==> src/rtl/alu_pkg.sv <==
// rtl/alu_pkg.sv - shared width and function codes for the 4-bit ALU
package alu_pkg;
  localparam int WIDTH = 4;

  localparam logic [2:0] ALU_PASS_A = 3'b000;
  localparam logic [2:0] ALU_SUB    = 3'b001;
  localparam logic [2:0] ALU_PASS_B = 3'b010;
  localparam logic [2:0] ALU_ADD    = 3'b011;
  localparam logic [2:0] ALU_NAND   = 3'b100;
endpackage

==> src/rtl/alu_core4.sv <==
// rtl/alu_core4.sv - combinational ALU core producing next result and carry
module alu_core4
  import alu_pkg::*;
#(
  parameter int W = WIDTH
) (
  input  logic [2:0]   f_i,
  input  logic [W-1:0] a_i,
  input  logic [W-1:0] b_i,
  output logic [W-1:0] y_o,
  output logic         carry_o
);
  logic [W:0] sum;

  always_comb begin
    sum     = '0;
    y_o     = '0;
    carry_o = 1'b0;
    unique case (f_i)
      ALU_PASS_A: y_o = a_i;
      ALU_SUB: begin
        // Two's-complement subtract; carry out is the no-borrow flag.
        sum     = {1'b0, a_i} + {1'b0, ~b_i} + {{W{1'b0}}, 1'b1};
        y_o     = sum[W-1:0];
        carry_o = sum[W];
      end
      ALU_PASS_B: y_o = b_i;
      ALU_ADD: begin
        sum     = {1'b0, a_i} + {1'b0, b_i};
        y_o     = sum[W-1:0];
        carry_o = sum[W];
      end
      ALU_NAND: y_o = ~(a_i & b_i);
      default: begin
        y_o     = '0;
        carry_o = 1'b0;
      end
    endcase
  end
endmodule

==> src/rtl/alu_reg4.sv <==
// rtl/alu_reg4.sv - ALU with registered result, carry and zero flags
module alu_reg4
  import alu_pkg::*;
#(
  parameter int W = WIDTH
) (
  input  logic         clk,
  input  logic         reset,
  input  logic [2:0]   f,
  input  logic [W-1:0] a,
  input  logic [W-1:0] b,
  output logic         carry,
  output logic         zero,
  output logic [W-1:0] y
);
  logic [W-1:0] y_d, y_q;
  logic         carry_d, carry_q;
  logic         zero_d, zero_q;

  alu_core4 #(.W(W)) u_core (
    .f_i    (f),
    .a_i    (a),
    .b_i    (b),
    .y_o    (y_d),
    .carry_o(carry_d)
  );

  // Zero tracks the next result for every code, reserved codes included.
  assign zero_d = (y_d == '0);

  always_ff @(posedge clk or posedge reset) begin
    if (reset) begin
      y_q     <= '0;
      carry_q <= 1'b0;
      zero_q  <= 1'b0;
    end else begin
      y_q     <= y_d;
      carry_q <= carry_d;
      zero_q  <= zero_d;
    end
  end

  assign y     = y_q;
  assign carry = carry_q;
  assign zero  = zero_q;
endmodule

==> config.mk <==
export PLATFORM = sky130hd
export DESIGN_NAME = alu_reg4
export DESIGN_NICKNAME = d
export VERILOG_FILES = /design/src/rtl/alu_pkg.sv /design/src/rtl/alu_core4.sv /design/src/rtl/alu_reg4.sv
export SDC_FILE = /design/constraint.sdc
export NUM_CORES = 1
export LEC_CHECK = 0
export ABC_AREA = 1
export CAP_MARGIN = 5
export CORE_UTILIZATION = 41
export DETAILED_ROUTE_END_ITERATION = 10
export HOLD_SLACK_MARGIN = 0.06
export PLACE_DENSITY = 0.8
export SLEW_MARGIN = 20
export SYNTH_ARGS = -nofsm -noshare
export SYNTH_HDL_FRONTEND = slang
export SYNTH_HIERARCHICAL = 1
export SYNTH_SLANG_ARGS = --single-unit
==> constraint.sdc <==
create_clock -name clk -period 0.8 [get_ports clk]
set_input_delay 0.16 -clock clk [delete_from_list [all_inputs] [get_ports clk]]
set_output_delay 0.16 -clock clk [all_outputs]
set_load 0.005 [all_outputs]
### Yosys cells after proc, flatten, opt, wreduce, memory -nomap -nowiden

Cells that the tools add are included.

* add/subtract/negate cells: 3
* multipliers: 0
* divide/modulo/power cells: 0
* magnitude comparators: 0
* equal/unequal tests: 4
* shift-type cells: 0
* mux-type cells: 2
* bitwise operators: 3
* reductions and logical operators: 2

Operators by type and width (count)
* one-hot mux 4 bit (5 select lines): 1
* adder 4 x 4 -> 5 bit: 2
* inverter 4 bit: 2
* == test 3 x 2 -> 1 bit, second input constant: 2
* adder 5 x 1 -> 5 bit, second input constant: 1
* AND 4 bit: 1
* zero test 4 bit: 1
* == test 3 x 1 -> 1 bit, second input constant: 1
* == test 3 bit, second input constant: 1
* zero test 3 bit: 1
* one-hot mux 1 bit (2 select lines): 1

* register bits after elaboration: 6
* bits in latches: 0
* RAM bits: 0
* bits in read-only memories: 0
* input bits: 13
* output and inout bits: 6
* logic and storage cells: 17
* memories: 0

### Logic depth before layout (Yosys ltp)

Gate-level depths: netlist (run 1).

* word-level depth: 5
* mapped depth: 12
* mapped depth without buffers: 12

### By module

The synthesis (run 1) kept the hierarchy.

Modules (own cells, without submodules)
* alu_core4: instances 1, cells each 84, area an instance 459.2 um^2, sequential area each 0.0 um^2
* alu_reg4: instances 1, cells each 14, area an instance 180.2 um^2, sequential area each 150.1 um^2

### Worst setup path after synthesis (run 1)

No wires, ideal clock.

* path type: input port to flip-flop
* start: input port a[0]
* end: register zero_q, in the netlist zero
* setup time: 71 ps
* arrival: 1354 ps
* required time: 729 ps
* path slack: -625 ps
* cell stages on the path: 11
* path buffers: 0
* path through: ha_1 -> inv_1 -> fa_1 -> or2_1 -> nand2_1 -> nor2_1 -> nor2_1 -> nand3_1 -> inv_1 -> nand2_1 -> nor2_1

* cells in the longest elaborated chain, start to end: 4
* elaborated cells between the ends (all ways): 7
* classes of those cells: 3 x add/sub; 1 x mux; 2 x bitwise; 1 x reduce/logical

Ends and longest elaborated chain
* from (decl): line alu_reg4.sv:10 `input logic [W-1:0] a,`
* adder 4 x 4 -> 5 bit: line alu_core4.sv:23 `sum = {1'b0, a_i} + {1'b0, ~b_i} + {{W{1'b0}}, 1'b1};`
* adder 5 x 1 -> 5 bit: line alu_core4.sv:23
* one-hot mux 4 bit (5 select lines) (*): line alu_core4.sv:19 `unique case (f_i)`
* net y_d[2]: line alu_reg4.sv:16 `logic [W-1:0] y_d, y_q;`
* zero test 4 bit (*): line alu_reg4.sv:29 `assign zero_d = (y_d == '0);`
* net zero_d: line alu_reg4.sv:18 `logic zero_d, zero_q;`
* to (signal assigned): line alu_reg4.sv:39 `zero_q <= zero_d;`
* to (decl): line alu_reg4.sv:18

Mark *: on every way through the listed nets, which the timed path passes. The rest lies on a longest branch.

### Worst setup path in the final report (run 1)

Same ends and word-level chain as after synthesis.

==> results of run 1 <==
[worst paths after layout]
path | slack, ns | to | start | cells past startpoint
min in group clk | 0.27 | y[0] | b[0] | 3
worst min-delay path | 0.14 | y[2] | reset | 2
worst max-delay path | -0.73 | zero | a[0] | 12
max in group asynchronous | 0.48 | y[3] | reset | 2
[cells by family (layout without fill, tap and decap cells)]
group                    after synthesis  after routing  share of synthesized area
AND/OR/NAND/NOR                       50             50                      0.335
adder cells (fa/ha/maj)               10             10                      0.219
flip-flops                             6              6                      0.235
buffers and inverters                 24             65                      0.141
AO/OA/AOI/OAI                          8              8                     0.0704
[where the power goes]
group	internal [mW]	leakage, nW	switching (mW)
clock network	0.169	0.0138	0.0994
logic	0.284	0.508	0.303
registers	0.339	0.0770	0.00735
total	0.792	0.599	0.410
[critical path, stage by stage]
cell,delay [ns]
buf_8,0.08
buf_6,0.11
inv_8,0.03
ha_4,0.15
fa_2,0.37
nor2_2,0.12
nor2_1,0.08
a21oi_1,0.20
nand3_1,0.16
inv_1,0.10
nand2_1,0.05
nor2_1,0.08
[routing by layer]
layer | vias to the layer above | GRT usage
li1 | 385 | -
met1 | 379 | 0.239
met2 | 48 | 0.438
met3 | 16 | 0.0435
met4 | 0 | 0.129
met5 | - | 0
[synthesized netlist by cell type]
library cell,n,area [um2]
o21ai_0,1,5.00
fa_1,2,40.0
nand3_1,12,60.1
or2_1,1,6.26
ha_1,8,100
nor3_1,1,5.00
nor2_2,2,12.5
o21ai_1,2,10.0
o22ai_1,1,6.26
nand2_1,18,67.6
inv_1,23,86.3
a21oi_1,3,15.0
nor2_1,15,56.3
o2111ai_1,1,8.76
dfrtp_1,6,150
nand4_1,1,6.26
inv_2,1,3.75
[per-stage QoR]
step           setup TNS (ns)  instance area, um2
6_report                -2.86                1110
5_1_grt                 -3.13                1110
4_1_cts                 -2.57                1080
3_5_place_dp            -7.28                1020
3_3_place_gp            -6.94                1020
2_1_floorplan           -1.89                 693
[what timing repair did]
action,CTS,global route
gates resized for setup,61,17
endpoints found under the hold margin,0,0
pin swaps,15,13
hold buffers,0,0
setup buffers,3,1
endpoints found under the setup margin,12,12
[state kept, by name, indices dropped and copies added, names as in the netlist]
| signal | flops |
|---|---|
| y | 4 |
| zero | 1 |
| carry | 1 |
[layout make-up]
type,count,area [um2]
fillers,90,274
flip-flops and latches,6,150
inverters,24,100
well taps,15,18.8
repair buffers,38,293
clock buffers,3,22.5
multi-input cells,68,524
==> flow_summary_export.csv, run 1 <==
group,metric,value,unit
drt,vias_per_cell,5.38,
drt,drtIter0Drc,32,
critical_path,cp-end-kind,"flip-flop",
outcome,status,"complete, but fails checks",
drt,routed.top_layer,"met4",
critical_path,worst-setup-path-type,"input pin to flip-flop",
power,cellPowerDensity,1080,mW/mm2
drt,first_pass_iters,5,
sta,maxSlewViolCount,0,
die,io_pins,19,
final_layout,final_nets,164,
critical_path,arrival,1.70,ns
cts,cts_tree,"yes",
placement,place_ws,-1.31,ns
critical_path,required,0.97,ns
logic_synthesis,syn_nets,121,
logic_synthesis,syn_avg_cell_area,6.52,um2
drt,wl_met3,110,um
cts,cts_root_buffer,"clkbuf_4",
cts,ctsHtreeMaxLevel,1,
logic_synthesis,yosysWarningCount,6,
sta,setup_viol,11,
placement,portBuffers,18,
sta,rsz0062_at_grt,"true",
drt,drtAntennaViolNets,0,
flow_run,drv_cap,0,
cts,numClockSinks,6,
sta,hold_viol,0,
global_route,antenna_found_initial,0,
placement,place.gp.congestion,0.852,
sta,period_minus_slack,1.53,ns
drt,vias,828,
global_route,grt_pass1_wl,3180,um
sta,relSlewSlack,0.842,
global_route,track_usage,0.234,
die,num_rows,13,
critical_path,crit_fanout,2,
final_layout,final_layout_size_suffix_gt1_frac,0.460,
outcome,failed_checks,"setup timing",
drt,wl,2270,um
cts,path_clk_slew,0.04,ns
sta,fmax,0.652,GHz
logic_synthesis,synth_cell_type_count,17,
final_layout,layout_common_cells,"18 x buf_4, 16 x inv_1, 15 x nand2_1, 12 x nor2_1, 10 x nand3_1",
die,initial_core_util,0.462,
drt,wl_met1,846,um
global_route,grt_max_degree,8,
final_layout,areaGrowthSynthToFinish,73.4,%
logic_synthesis,syn_inst,98,
die,die_w,41.5,um
final_layout,diodes,0,
critical_path,worstSetupStartpointType,"input pin",
min_path,worstHoldPathType,"input pin to async pin",
die,dieHeight,41.5,um
power,p_leak,0.599,nW
drt,drc,0,
logic_synthesis,ys_seq_elements,6,
final_layout,finish.utilization,0.802,
cts,clk_path_buf_depth,2,
sta,finalCritPeriodShare,1.92,
placement,dp_cells,148,
power,total_power,1.20,mW
drt,wl_met2,1160,um
sta,worst_pin_slew,0.237,ns
drt,wl_per_cell,14.7,um
final_layout,layout_commonest_cell,"buf_4",
sta,setup_slack,-0.733,ns
sta,hold_ws,0.138,ns
cts,cts_buffers,3,
logic_synthesis,synth_seq_area_share,0.235,
die,die_area,0.00172,mm2
logic_synthesis,syn_area,639,um2
power,vdd_drop_max,0.000548,V
global_route,grt.overflow.total,0,
global_route,grt_pass1_vias,810,
placement,dp_hpwl,1560,um
final_layout,final_cells,154,
die,coreArea,0.00138,mm2
Note: power is estimated with default switching activity, not from simulation.
==> run 2: changes to the inputs <==
Settings changed: ABC_AREA 1 to default.
==> run 2 against run 1 <==
  * The run still ends with setup timing left
  * Critical path depth decreased by 4
  * Sequential power about the same
  * Hold slack got worse by 0.024 ns
  * Critical endpoint unchanged
  * Final area increased by 2.7%
  * Die area decreased by 1.7%
  * Sequential cell count unchanged
  * Highest routed layer unchanged
  * Core utilization increased by 3.2 points
  * Synthesized area decreased by 1.8%
  * Global-route usage increased by 4.7 points
  * Largest power group unchanged
==> flow_summary_export.csv, run 2 <==
group,metric,value,unit
outcome,status,"complete, but fails checks",
outcome,failed_checks,"setup timing",
global_route,grt.overflow.total,0,
placement,dp_hpwl,1250,um
logic_synthesis,syn_inst,70,
drt,wl,2430,um
critical_path,cp_cell_sequence,"buf_6 -> buf_6 -> ha_4 -> inv_2 -> a2111oi_4 -> o31a_1 -> o32ai_2 -> nor4_2",
drt,wl_per_cell,19.1,um
global_route,track_usage,0.281,
logic_synthesis,syn_nets,93,
final_layout,layout_commonest_cell,"buf_4",
die,coreArea,0.00137,mm2
sta,setup-tns-final,-3.70,ns
critical_path,worst-setup-path-type,"input pin to flip-flop",
logic_synthesis,syn_avg_cell_area,8.97,um2
sta,finalCritPeriodShare,1.95,
sta,fmax,0.642,GHz
cts,numClockSinks,6,
final_layout,fill_cells,89,
min_path,worstHoldPathType,"input pin to async pin",
critical_path,crit_fanout,2,
global_route,antenna_found_initial,0,
die,die_area,0.00169,mm2
power,vdd_drop_max,0.000589,V
critical_path,cp-end-kind,"flip-flop",
critical_path,cp_slowest_cell,"a2111oi_4",
sta,hold_viol,0,
final_layout,largest_reg_flops,4,
drt,drtIter0Drc,20,
logic_synthesis,yosysWarningCount,6,
die,dieHeight,41.1,um
logic_synthesis,async_flop_share,1.00,
sta,period_minus_slack,1.56,ns
drt,drtAntennaViolNets,0,
die,initial_core_util,0.460,
die,die_w,41.1,um
final_layout,final_layout_size_suffix_gt1_frac,0.625,
drt,drc,0,
cts,cts_root_buffer,"clkbuf_4",
global_route,grt_max_degree,9,
cts,cts_tree,"yes",
cts,clk_path_buf_depth,2,
sta,maxSlewViolCount,0,
final_layout,diodes,0,
final_layout,final_nets,137,
logic_synthesis,syn_area,628,um2
final_layout,finish.utilization,0.833,
flow_run,drv_cap,0,
sta,rsz0062_at_grt,"true",
placement,place.gp.congestion,0.884,
logic_synthesis,synth_top_area_share,0.239,
logic_synthesis,synth_edf_count,0,
logic_synthesis,yosys_most_used_dff,"dfrtp_1",
critical_path,worstSetupStartpointType,"input pin",
global_route,grt_pass1_wl,2990,um
sta,setup_viol,11,
critical_path,required,0.96,ns
logic_synthesis,synth_area_leader_cell,"dfrtp_1",
logic_synthesis,ys_seq_elements,6,
cts,cts_buffers,3,
power,p_leak,0.532,nW
placement,portBuffers,18,
drt,first_pass_iters,4,
logic_synthesis,synth_cell_type_count,28,
critical_path,arrival,1.72,ns
sta,worst_pin_slew,0.359,ns
power,cellPowerDensity,1120,mW/mm2
cts,cts_hold_buf,0,
die,num_rows,13,
logic_synthesis,synth_seq_area_share,0.239,
sta,relSlewSlack,0.761,
critical_path,cpPeakStageDelay,0.42,ns
global_route,grt_pass1_vias,706,
critical_path,crit_top_cell,"buf_6",
cts,ctsHtreeMaxLevel,1,
cts,path_clk_slew,0.04,ns
logic_synthesis,synthTopCellsByArea,"dfrtp_1 24%, ha_1 16%, fa_1 6.4%",
logic_synthesis,synth_commonest_cells,"8 x ha_1, 8 x inv_1, 6 x dfrtp_1, 6 x nor2b_1",
drt,vias,751,
final_layout,areaGrowthSynthToFinish,81.3,%
sta,setup_slack,-0.758,ns
drt,vias_per_cell,5.91,
final_layout,layout_common_cells,"21 x buf_4, 8 x buf_2, 6 x dfrtp_1, 6 x ha_4",
die,io_pins,19,
run 2: changes by cell type in the layout (fill, tap and decap cells not counted), sizes merged, moves of 3 or more:
cell and change:
buf +7, inv -15, nand2 -14, nand3 -12
nor2 -12, nor2b +6, nor3 +4, o21ai +3
run 2: logic make-up after synthesis:
| family | after synthesis | synth area share |
|---|---|---|
| AND/OR/NAND/NOR | 24 | 0.205 |
| AO/OA/AOI/OAI | 16 | 0.203 |
| buffers and inverters | 12 | 0.0777 |
| adder cells (fa/ha/maj) | 10 | 0.223 |
| flip-flops | 6 | 0.239 |
| multiplexers | 2 | 0.0518 |
run 2: layout make-up:
type / count / area [um2] / share of cell area
clock buffer: 3 / 22.5 / 0.0198
inverter: 9 / 41.3 / 0.0363
multi-input combinational: 52 / 572 / 0.502
sequential: 6 / 150 / 0.132
tap: 15 / 18.8 / 0.0165
timing repair buffer: 42 / 334 / 0.293
run 2: final timing paths:
path / cells after the start / slack, ns / endpoint / from
worst max-delay path: 8 / -0.76 / zero / a[1]
worst min-delay path: 2 / 0.11 / y[2] / reset
max in group asynchronous: 2 / 0.50 / y[1] / reset
min in group clk: 5 / 0.43 / y[0] / b[0]
run 2: layer usage:
metal / GRT usage / share of wire
met1: 0.285 / 0.39
met2: 0.496 / 0.50
met3: 0.0652 / 0.060
met4: 0.202 / 0.046
met5: 0 / 0
run 2: what timing repair did:
action                     CTS  global route
setup buffers                4             1
resized for setup           74            17
cloned                       0             0
pin swaps                   14            12
setup endpoints to repair   12            12
run 2: where the power goes:
group,switching [mW],internal [mW]
Sequential,0.00787,0.336
Combinational,0.304,0.336
Clock,0.121,0.170
Total,0.433,0.842
run 2: critical path: cells and delay by family:
family / cells / cell delay (ns)
compound gates: 3 / 0.76
fa+ha+maj: 1 / 0.27
simple gates: 1 / 0.27
buf+inv: 3 / 0.25
run 2: metrics by stage:
step / total power, mW / instances / instance area, um2 / setup WS [ns] / hold WS (ns)
floorplan: 0.601 / 70 / 676 / -0.763 / -0.0490
global placement: 0.843 / 119 / 1000 / -1.45 / 0.381
detailed placement: 0.861 / 119 / 1000 / -1.51 / 0.383
CTS: 1.16 / 126 / 1080 / -0.685 / 0.123
global route: 1.33 / 127 / 1140 / -0.782 / 0.152
finish: 1.27 / 127 / 1140 / -0.758 / 0.115
